<file path="src/rtl/perf_counter_bank.sv">
// perf_counter_bank: NUM_CH event counters with snapshot shadows.
// Ports: clk, reset (async, active-low), count_event, enable, freeze,
//   clear, snap, rd_sel in; data_out (shadow[rd_sel]), ovf, snap_valid out.
module perf_counter_bank #(
  parameter int NUM_CH    = 4,
  parameter int WIDTH     = 10,
  parameter int EDGE_MODE = 1,
  parameter int SATURATE  = 0,
  localparam int SEL_W    = (NUM_CH > 1) ? $clog2(NUM_CH) : 1
) (
  input  logic              clk,
  input  logic              reset,
  input  logic [NUM_CH-1:0] count_event,
  input  logic [NUM_CH-1:0] enable,
  input  logic              freeze,
  input  logic              clear,
  input  logic              snap,
  input  logic [SEL_W-1:0]  rd_sel,
  output logic [WIDTH-1:0]  data_out,
  output logic [NUM_CH-1:0] ovf,
  output logic              snap_valid
);

  localparam logic [WIDTH-1:0] MAX = '1;

  logic [NUM_CH-1:0] prev;
  logic [NUM_CH-1:0] inc;
  logic [NUM_CH-1:0] go;
  logic [WIDTH-1:0]  cnt    [NUM_CH];
  logic [WIDTH-1:0]  shadow [NUM_CH];

  always_comb begin
    inc = (EDGE_MODE != 0) ? (count_event & ~prev)
                           : count_event;
    go  = inc & enable & {NUM_CH{~freeze & ~clear}};
  end

  // prev tracks the raw input even when gated, so a level
  // held across a freeze or disable is not seen as a new edge.
  always_ff @(posedge clk or negedge reset) begin
    if (!reset) begin
      prev       <= '0;
      ovf        <= '0;
      snap_valid <= 1'b0;
      for (int i = 0; i < NUM_CH; i++) begin
        cnt[i]    <= '0;
        shadow[i] <= '0;
      end
    end else begin
      prev       <= clear ? '0 : count_event;
      snap_valid <= snap;
      for (int i = 0; i < NUM_CH; i++) begin
        if (snap)
          shadow[i] <= cnt[i];
        if (clear) begin
          cnt[i] <= '0;
          ovf[i] <= 1'b0;
        end else if (go[i]) begin
          if (cnt[i] == MAX) begin
            ovf[i] <= 1'b1;
            cnt[i] <= (SATURATE != 0) ? MAX : '0;
          end else begin
            cnt[i] <= cnt[i] + WIDTH'(1);
          end
        end
      end
    end
  end

  // Out-of-range selects fall through to zero.
  always_comb begin
    data_out = '0;
    for (int i = 0; i < NUM_CH; i++)
      if (int'(rd_sel) == i)
        data_out = shadow[i];
  end

endmodule

</file>
<file path="config.mk">
export PLATFORM = sky130hd
export DESIGN_NAME = perf_counter_bank
export DESIGN_NICKNAME = d
export VERILOG_FILES = /design/src/rtl/perf_counter_bank.sv
export SDC_FILE = /design/constraint.sdc
export NUM_CORES = 1
export LEC_CHECK = 0
export CORE_MARGIN = 10
export CORE_UTILIZATION = 55
export DETAILED_ROUTE_END_ITERATION = 8
export GPL_TIMING_DRIVEN = 0
export PLACE_DENSITY = 0.86
export SETUP_SLACK_MARGIN = 0.3
export SYNTH_ARGS = -nofsm -noshare
export SYNTH_HDL_FRONTEND = slang
export SYNTH_SLANG_ARGS = --single-unit
</file>
<file path="constraint.sdc">
create_clock -name clk -period 1.9 [get_ports clk]
set_input_delay 0.475 -clock clk [delete_from_list [all_inputs] [get_ports clk]]
set_output_delay 0.475 -clock clk [all_outputs]
set_load 0.02 [all_outputs]
</file>
# ---- Word-level counts from Yosys, hierarchy flattened
# Cells that the tools add are included.
dict set report classes {
  n_eq_ne 7
  n_bitwise 7
  mux 29
  n_reduce_logical 13
  addsub 4
}
# op n
set op_table {}
lappend op_table {{$mux W10} 16}
lappend op_table {{$add A10 B1 Y10 const B} 4}
lappend op_table {{$eq A10 B10 Y1 const B} 4}
lappend op_table {{$reduce_bool A2 Y1} 8}
lappend op_table {{$and A4 B4 Y4} 3}
lappend op_table {{$mux W1} 12}
lappend op_table {{$reduce_and A2 Y1} 4}
lappend op_table {{$eq A2 B2 Y1 const B} 2}
lappend op_table {{$mux W4} 1}
lappend op_table {{$not A4 Y4} 1}
lappend op_table {{$eq A2 B1 Y1 const B} 1}
lappend op_table {{$logic_not A2 Y1} 1}
lappend op_table {{$not A1 Y1} 2}
lappend op_table {{$and A1 B1 Y1} 1}
dict set report word_totals {
  out_inout_bits 15
  wordCells 74
  reg_bits 89
  input_bits 15
}

# ---- Logic depth before layout (Yosys ltp)
dict set report depth {
  ltp_word 6
  depth_mapped 6
  depth_no_buf 5
}

# ---- Worst setup path after synthesis
# No wires, ideal clock.
dict set report synth_timing {
  path_type {input to output}
  from {input port rd_sel[0]}
  to {output port data_out[0]}
  required_time_ns 1.425
  arrival_ns 1.353
  path_buffers 1
  setup_slack_ns 0.072
  cell_stages 2
  path_cell_list {buf_2 mux4_2}
}
dict set report synth_between {
  elab_chain_cells 5
  elab_cells_between_ends 8
  cone_classes {eq/ne (3); mux (4); reduce/logical (1)}
}
# element line
set synth_rtl {}
lappend synth_rtl {{start, declared} 18} ;# input logic [SEL_W-1:0] rd_sel,
lappend synth_rtl {{$logic_not A2 Y1} 74} ;# if (int'(rd_sel) == i)
lappend synth_rtl {{$mux W10 (3 in series)} 74}
lappend synth_rtl {{$mux W10 *} 74}
lappend synth_rtl {{end, declared} 19} ;# output logic [WIDTH-1:0] data_out,
# Every way passes the cells marked *; elsewhere a longest branch is shown, timed or not.

# ---- Worst setup path after layout
dict set report layout_timing {
  from {register shadow[4] in the netlist's numbering}
  to {output port data_out[4]}
}
dict set report layout_between {
  elab_chain_cells 1
}
# element line
set layout_rtl {}
lappend layout_rtl {{start, declared} 30} ;# logic [WIDTH-1:0] shadow [NUM_CH];
lappend layout_rtl {{start signal, assigned by index} 54} ;# shadow[i] <= cnt[i];
lappend layout_rtl {{$mux W10} 74}
# No other way between the ends.

==> reports/qor.csv <==
stage,metric,value,unit
yosys,synth_edf_count,0,
final_layout,drive_gt1_frac,0.367,
drt,drc,0,
final_layout,nFillCells,474,
clock_tree,tritoncts,done,
sta,hold_violations,0,
grt,grt.overflow.total,0,
run_status,violations,negative setup slack,
drt,wl,11000,µm
sta,final.setup.tns,-0.0930,ns
setup_path,critical-path-max-stage-delay,0.52,ns
drt,drt_iter0_drc,211,
final_layout,final_util,0.717,
power_and_ir_drop,finalPower,0.00376,W
placement,dpl.cell_count,475,
grt,grt_max_degree,65,
placement,dp_hpwl,7170,µm
placement,gp_congestion,0.848,
grt,grt_first_pass_wirelength,17100,µm
grt,grt.total_usage,0.187,
floorplanning,dieArea,0.0116,mm²
power_and_ir_drop,p_per_area,712,mW/mm²
drt,drt_pass1_iterations,5,
setup_path,crit_start,shadow[4],
setup_path,crit_family,multiplexers,
drt,wire_per_inst,21.2,µm
sta,finalCritPeriodShare,1.02,
power_and_ir_drop,p_switching,0.000852,W
sta,finalHoldWorstSlack,0.00836,ns
grt,antenna_found_initial,0,
yosys,yosys-top-cells-count,"dfrtp_1, mux2_2, nor2_1",
hold_path,min_path_type,in2async,
setup_path,crit_slowest_cell,mux4_2,
setup_path,startpoint_type,register,
yosys,synth_top_area_cell,dfrtp_1,
setup_path,reg2reg_from,cnt[11],
sta,clock.fmax,0.515,GHz
yosys,synth.distinct_cells,49,
yosys,avgSynthCellArea,12.1,µm²
yosys,synth_warnings,0,
final_layout,finalNonFillerCells,519,
grt,grt_pass1_vias,3397,
final_layout,multi_input_area,0.00205,mm²
sta,setup_slack,-0.0415,ns
power_and_ir_drop,power_leakage,2.44,nW
setup_path,crit_buf_inv,1,
floorplanning,fp.dieW,108,µm
final_layout,diodes,0,
sta,finalClockSkew,0.00782,ns
floorplanning,io_pins,30,
drt,vias,3310,
yosys,ys_seq_elements,89,
yosys,synth_area,0.00423,mm²
power_and_ir_drop,ir_drop,0.585,mV
setup_path,cp.arrival,1.47,ns
clock_tree,numCtsBuffers,9,
final_layout,syn_to_final_growth,25.1,%
power_and_ir_drop,pwr-share-comb,0.077,
yosys,synth_cells,349,
clock_tree,clk_latency,0.36,ns
floorplanning,dieHeight,108,µm
power_and_ir_drop,internal_power,0.00291,W
sta,setup_viol,4,
clock_tree,clkTransAtPathRegs,0.09,ns
sta,worstMarginPinSlew,0.682,ns
clock_tree,cts_hold_buffers,0,
flow_run,max_cap_viol_count,0,
clock_tree,htree_levels,3,
clock_tree,cts_sinks,89,
floorplanning,rows,31,
power_and_ir_drop,power.share.clock,0.407,
setup_path,crit_required,1.42,ns
sta,rsz0062_at_grt,yes,
floorplanning,core-area,0.00737,mm²
yosys,syn_nets,368,
yosys,async_reset_ff_frac,1.00,
final_layout,fin_nets,435,
clock_tree,clock_path_buffers,2,
final_layout,seqCellArea,0.00224,mm²
clock_tree,cts-root-buf,clkbuf_8,
yosys,ys_seq_area_frac,0.527,
sta,fin_crit,1.94,ns
setup_path,worstSetupPathType,reg2out,
setup_path,critPathCaptureType,output port,
setup_path,cp_max_fo,2,
placement,io_buffers,26,
yosys,synthTopCellsByArea,"dfrtp_1, mux2_2, mux4_2",
floorplanning,initial_core_util,0.574,
power_and_ir_drop,swShare,0.226,
yosys,synth_top_area_share,0.527,
setup_path,path_cells,"mux4_2, buf_6",
yosys,ys_dominant_reg_cell,dfrtp_1,
sta,maxSlewViolCount,0,
drt,vias_per_cell,6.38,
yosys,yosysMostFrequentCell,dfrtp_1,
run_status,outcome,"complete, but fails checks",
drt,ant_nets,0,
sta,relSlewSlack,0.545,
power_and_ir_drop,seqPwrFrac,0.516,
-- per-stage QoR --
| stage | setup slack (ns) | cell area [µm²] |
|---|---|---|
| 2_1_floorplan | 0.264 | 4240 |
| 3_3_place_gp | -2.73 | 4630 |
| 3_5_place_dp | -0.447 | 4650 |
| 4_1_cts | -0.0526 | 5060 |
| 5_1_grt | -0.0561 | 5290 |
| 6_report | -0.0415 | 5290 |
-- layout make-up --
class / instances / area share
inverter: 1 / 0.000710
clock inverter: 5 / 0.0199
sequential: 89 / 0.423
buffer: 17 / 0.0241
clock buffer: 10 / 0.0241
tap: 99 / 0.0234
multi-input combinational: 242 / 0.388
timing repair buffer: 56 / 0.0968
-- per-layer routing --
metal | part of all wire | wire [µm] | track usage | vias up
met5 | 0 | 0 | 0 | -
met4 | 0.030 | 329 | 0.0840 | 0
met3 | 0.081 | 898 | 0.0521 | 36
met2 | 0.50 | 5550 | 0.310 | 166
met1 | 0.39 | 4240 | 0.220 | 1683
li1 | - | - | - | 1425
-- final timing paths --
path	to	slack, ns	cells after the start
max in group asynchronous	cnt[6]	1.25	2
worst max register to register	cnt[17]	0.30	6
worst max-delay path	data_out[4]	-0.04	2
min in group clk	prev[2]	0.42	2
worst min register to register	ovf[1]	0.49	2
worst min-delay path	ovf[1]	0.008	1
-- timing repair --
| item | 4_1_cts | 5_1_grt |
|---|---|---|
| endpoints found under the setup margin | 99 | 34 |
| gates resized for setup | 93 | 41 |
| setup buffers | 12 | 16 |
| cloned | 1 | 0 |
| pin swaps | 5 | 11 |
-- kinds of logic (layout without fill, tap and decap cells) --
| kind of cell | count (synthesis) | in the layout | synth area share |
|---|---|---|---|
| AO/OA/AOI/OAI | 45 | 45 | 0.0761 |
| XOR/XNOR | 23 | 23 | 0.0477 |
| adder cells (fa/ha/maj) | 4 | 4 | 0.0118 |
| buffers and inverters | 18 | 89 | 0.0201 |
| flip-flops | 89 | 89 | 0.527 |
| multiplexers | 51 | 51 | 0.163 |
| AND/OR/NAND/NOR | 119 | 119 | 0.155 |
-- registers in the layout, indices dropped and copies added (netlist names) --
signal / cells
prev: 4
cnt: 40
snap_valid: 1
ovf: 4
shadow: 40
-- power by group through the flow --
stage | registers (W) | clock network, W | logic [W]
floorplan | 0.00197 | 0 | 0.000128
global placement | 0.00198 | 0 | 0.000233
detailed placement | 0.00198 | 0 | 0.000247
finish | 0.00194 | 0.00153 | 0.000290
CTS | 0.00194 | 0.00155 | 0.000274
global route | 0.00194 | 0.00161 | 0.000313
-- layout by cell type (no fill, tap or decap), types with 10 or more instances in the layout --
master / count
dfrtp_1: 82
mux2_2: 40
mux4_2: 10
buf_4: 30
buf_6: 15
nand2_1: 18
xor2_1: 20
nand4_1: 11
nor2_1: 31
Note: power is estimated with default switching activity, not from simulation.
==> patch (same settings) <==
Register the inputs `count_event`, `enable`, `freeze`, `clear`, `snap` and `rd_sel` before use, with the module's reset. The logic sees them one clock later.
--- a/src/rtl/perf_counter_bank.sv
+++ b/src/rtl/perf_counter_bank.sv
@@ -23,6 +23,31 @@
 
   localparam logic [WIDTH-1:0] MAX = '1;
 
+  logic [NUM_CH-1:0] count_event_q;
+  logic [NUM_CH-1:0] enable_q;
+  logic freeze_q;
+  logic clear_q;
+  logic snap_q;
+  logic [SEL_W-1:0] rd_sel_q;
+
+  always_ff @(posedge clk or negedge reset) begin
+    if (!reset) begin
+      count_event_q <= '0;
+      enable_q      <= '0;
+      freeze_q      <= '0;
+      clear_q       <= '0;
+      snap_q        <= '0;
+      rd_sel_q      <= '0;
+    end else begin
+      count_event_q <= count_event;
+      enable_q      <= enable;
+      freeze_q      <= freeze;
+      clear_q       <= clear;
+      snap_q        <= snap;
+      rd_sel_q      <= rd_sel;
+    end
+  end
+
   logic [NUM_CH-1:0] prev;
   logic [NUM_CH-1:0] inc;
   logic [NUM_CH-1:0] go;
@@ -30,9 +55,9 @@
   logic [WIDTH-1:0]  shadow [NUM_CH];
 
   always_comb begin
-    inc = (EDGE_MODE != 0) ? (count_event & ~prev)
-                           : count_event;
-    go  = inc & enable & {NUM_CH{~freeze & ~clear}};
+    inc = (EDGE_MODE != 0) ? (count_event_q & ~prev)
+                           : count_event_q;
+    go  = inc & enable_q & {NUM_CH{~freeze_q & ~clear_q}};
   end
 
   // prev tracks the raw input even when gated, so a level
@@ -47,12 +72,12 @@
         shadow[i] <= '0;
       end
     end else begin
-      prev       <= clear ? '0 : count_event;
-      snap_valid <= snap;
+      prev       <= clear_q ? '0 : count_event_q;
+      snap_valid <= snap_q;
       for (int i = 0; i < NUM_CH; i++) begin
-        if (snap)
+        if (snap_q)
           shadow[i] <= cnt[i];
-        if (clear) begin
+        if (clear_q) begin
           cnt[i] <= '0;
           ovf[i] <= 1'b0;
         end else if (go[i]) begin
@@ -71,7 +96,7 @@
   always_comb begin
     data_out = '0;
     for (int i = 0; i < NUM_CH; i++)
-      if (int'(rd_sel) == i)
+      if (int'(rd_sel_q) == i)
         data_out = shadow[i];
   end
 
Function: changed (a bounded check fails within 4 cycles, from zero or initial values and one cycle with reset low).
==> patch against the original RTL <==
The run still ends with setup timing left; power up 0.99%; via count down 1.4%; utilization down 2.0 points; die area up 5.8%; routed wire length up 1.7%; sequential power up 14%; maximum frequency down 8.7%; setup slack worse by 180 ps; register-to-register slack worse by 70 ps; area after synthesis up 7.1%; design area up 6.7%; first-iteration DRC count up 14%; sequential cell count up 13; critical path type unchanged; largest cell class unchanged; largest power group unchanged; highest routed layer unchanged.
==> patch: results (changes against the original RTL) <==
Setup Skew 7.15 ps (was 7.82 ps); Port Buf Inserts 29 (was 26); setup TNS -2150 ps (was -93.0 ps); failing checks setup timing (unchanged); Reg-to-Reg Start freeze_q (was cnt[11]); DRC marker count from the first detailed-route iteration 241 (was 211); run status finished, violations left (unchanged); Layout Nets 445 (was 435); first-pass GRT wire length 17.7 mm (was 17.1 mm); Slew headroom 56.2% (was 54.5%); count of pins over their slew limit 0 (unchanged); Mapped Cells 361 (was 349); Wirelength per Cell 20.9 µm (was 21.2 µm); R2R Setup Slk 230 ps (was 300 ps); Worst-path clk slew 90 ps (about the same); crit path to data_out[0] (was data_out[4]); fin worst setup slack -226 ps (was -41.5 ps); fraction of synthesized area in multiplexers 14.9% (was 16.3%); Hold WC Path Type primary input to asynchronous set/reset pin (unchanged); clock root buffer clkbuf_8 (unchanged); Placer Congestion 0.862 (was 0.848); gr usage total 17.7% (was 18.7%); clock latency on the worst-skew pair 360 ps (about the same); Crit Path Max Fanout 5 (was 2); Synth area leaders dfrtp_1 56%, mux2_2 9.9%, mux4_2 5.0%, xor2_1 4.6%, nor2_1 2.7% (was dfrtp_1 53%, mux2_2 11%, mux4_2 5.3%, xor2_1 4.1%, nor2_1 3.0%); H-Tree Depth 3 (unchanged); final wirelength 11.2 mm (was 11.0 mm); Synth Net Count 380 (was 368); Place WS -292 ps (was -447 ps); sequential-to-total area share from yosys stat 56.4% (was 52.7%); first drt pass iteration count 4 (was 5); share of cells above drive strength 1 34.2% (was 36.7%); initial antenna violation count 0 (unchanged); Lkg Pwr 2.58 nW (was 2.44 nW); Worst R2R Path Depth 5 (was 6); Distinct cells, synth 44 (was 49); Post-synth top flop dfrtp_1 (unchanged); Compound-Gate Fraction of Synth Area 7.76% (was 7.61%); FF-to-FF End cnt[29] (was cnt[17]); Inserted Diodes 0 (unchanged); largest net degree at the start of global routing 54 (was 65); Setup crit start rd_sel_q[0] (was shadow[4]); total placed cells including tap cells 496 (was 475); post-DP HPWL 7.05 mm (was 7.17 mm); synth cell count leaders 102 x dfrtp_1, 40 x mux2_2, 33 x nor2_1 (was 89 x dfrtp_1, 41 x mux2_2, 34 x nor2_1); number of setup violations in the final report 10 (was 4); VDD IR max 419 µV (was 585 µV); adder-cell area share of the yosys netlist 1.11% (was 1.18%); ys async rst share 100% (unchanged); XOR/XNOR Fraction of Synth Area 4.84% (was 4.77%); detailed-route via count 3,263 (was 3,310)
[patch: changes by cell type after synthesis, sizes merged, moves of 4 or more]
cell,unedited run,this run
xor2,20,24
o21ai,6,14
and3,5,14
nand2,19,7
dfrtp,89,102
[patch: layer usage]
layer | vias up | wire [µm] | track usage (%)
met5 | - | 0 | 0
met1 | 1672 | 4450 | 21.3
met4 | 0 | 342 | 9.03
met2 | 114 | 5630 | 27.9
met3 | 31 | 781 | 5.41
li1 | 1446 | - | -
[patch: logic make-up (layout without fill, tap and decap cells)]
kind of cell,after synthesis,after routing
multiplexers,50,50
AND/OR/NAND/NOR,106,106
flip-flops,102,102
XOR/XNOR,25,25
buffers and inverters,22,91
AO/OA/AOI/OAI,52,52
adder cells (fa/ha/maj),4,4
[patch: stage by stage]
stage	util (%)	hold WS, ps	cell area (µm²)
after floorplan	-	179	4530
after global placement	61.2	463	4950
after detailed placement	61.5	457	4980
after CTS	66.7	149	5400
after global routing	69.7	166	5640
final	69.7	132	5640
[patch: worst min-delay path by stage]
| stage | startpoint | end | slack, ps | depth (start not counted) |
|---|---|---|---|---|
| after floorplan | reset | clear_q | 180 | 0 |
| after global placement | snap_q | snap_valid | 460 | 0 |
| after detailed placement | snap_q | snap_valid | 460 | 0 |
| after CTS | reset | ovf[0] | 150 | 1 |
| after global routing | reset | cnt[38] | 170 | 1 |
| final | reset | ovf[0] | 130 | 1 |
[patch: power by group]
group	switching (mW)	internal, mW
Sequential	0.0229	2.20
Clock	0.713	0.581
Combinational	0.159	0.127
Total	0.895	2.91
[patch: critical path, delay by kind of cell, from the launching register on]
| family | cells | cell delay [ps] |
|---|---|---|
| buffers and inverters | 2 | 300 |
| flip-flops | 1 | 450 |
| multiplexers | 1 | 530 |
[patch: final cells by class]
type                    count  area [µm²]
repair buffers             54         537
inverters                   4        18.8
clock inverters             2        16.3
fillers                   547        2450
plain buffers              18         126
well taps                 105         131
multi-input cells         237        2090
clock buffers              13         169
flip-flops and latches    102        2550
[patch: what timing repair did]
action                     CTS  global route
gates cloned                 2             1
resized for setup          100            43
setup endpoints to repair   59            43
pin swaps                   15            24
setup buffers               11            10
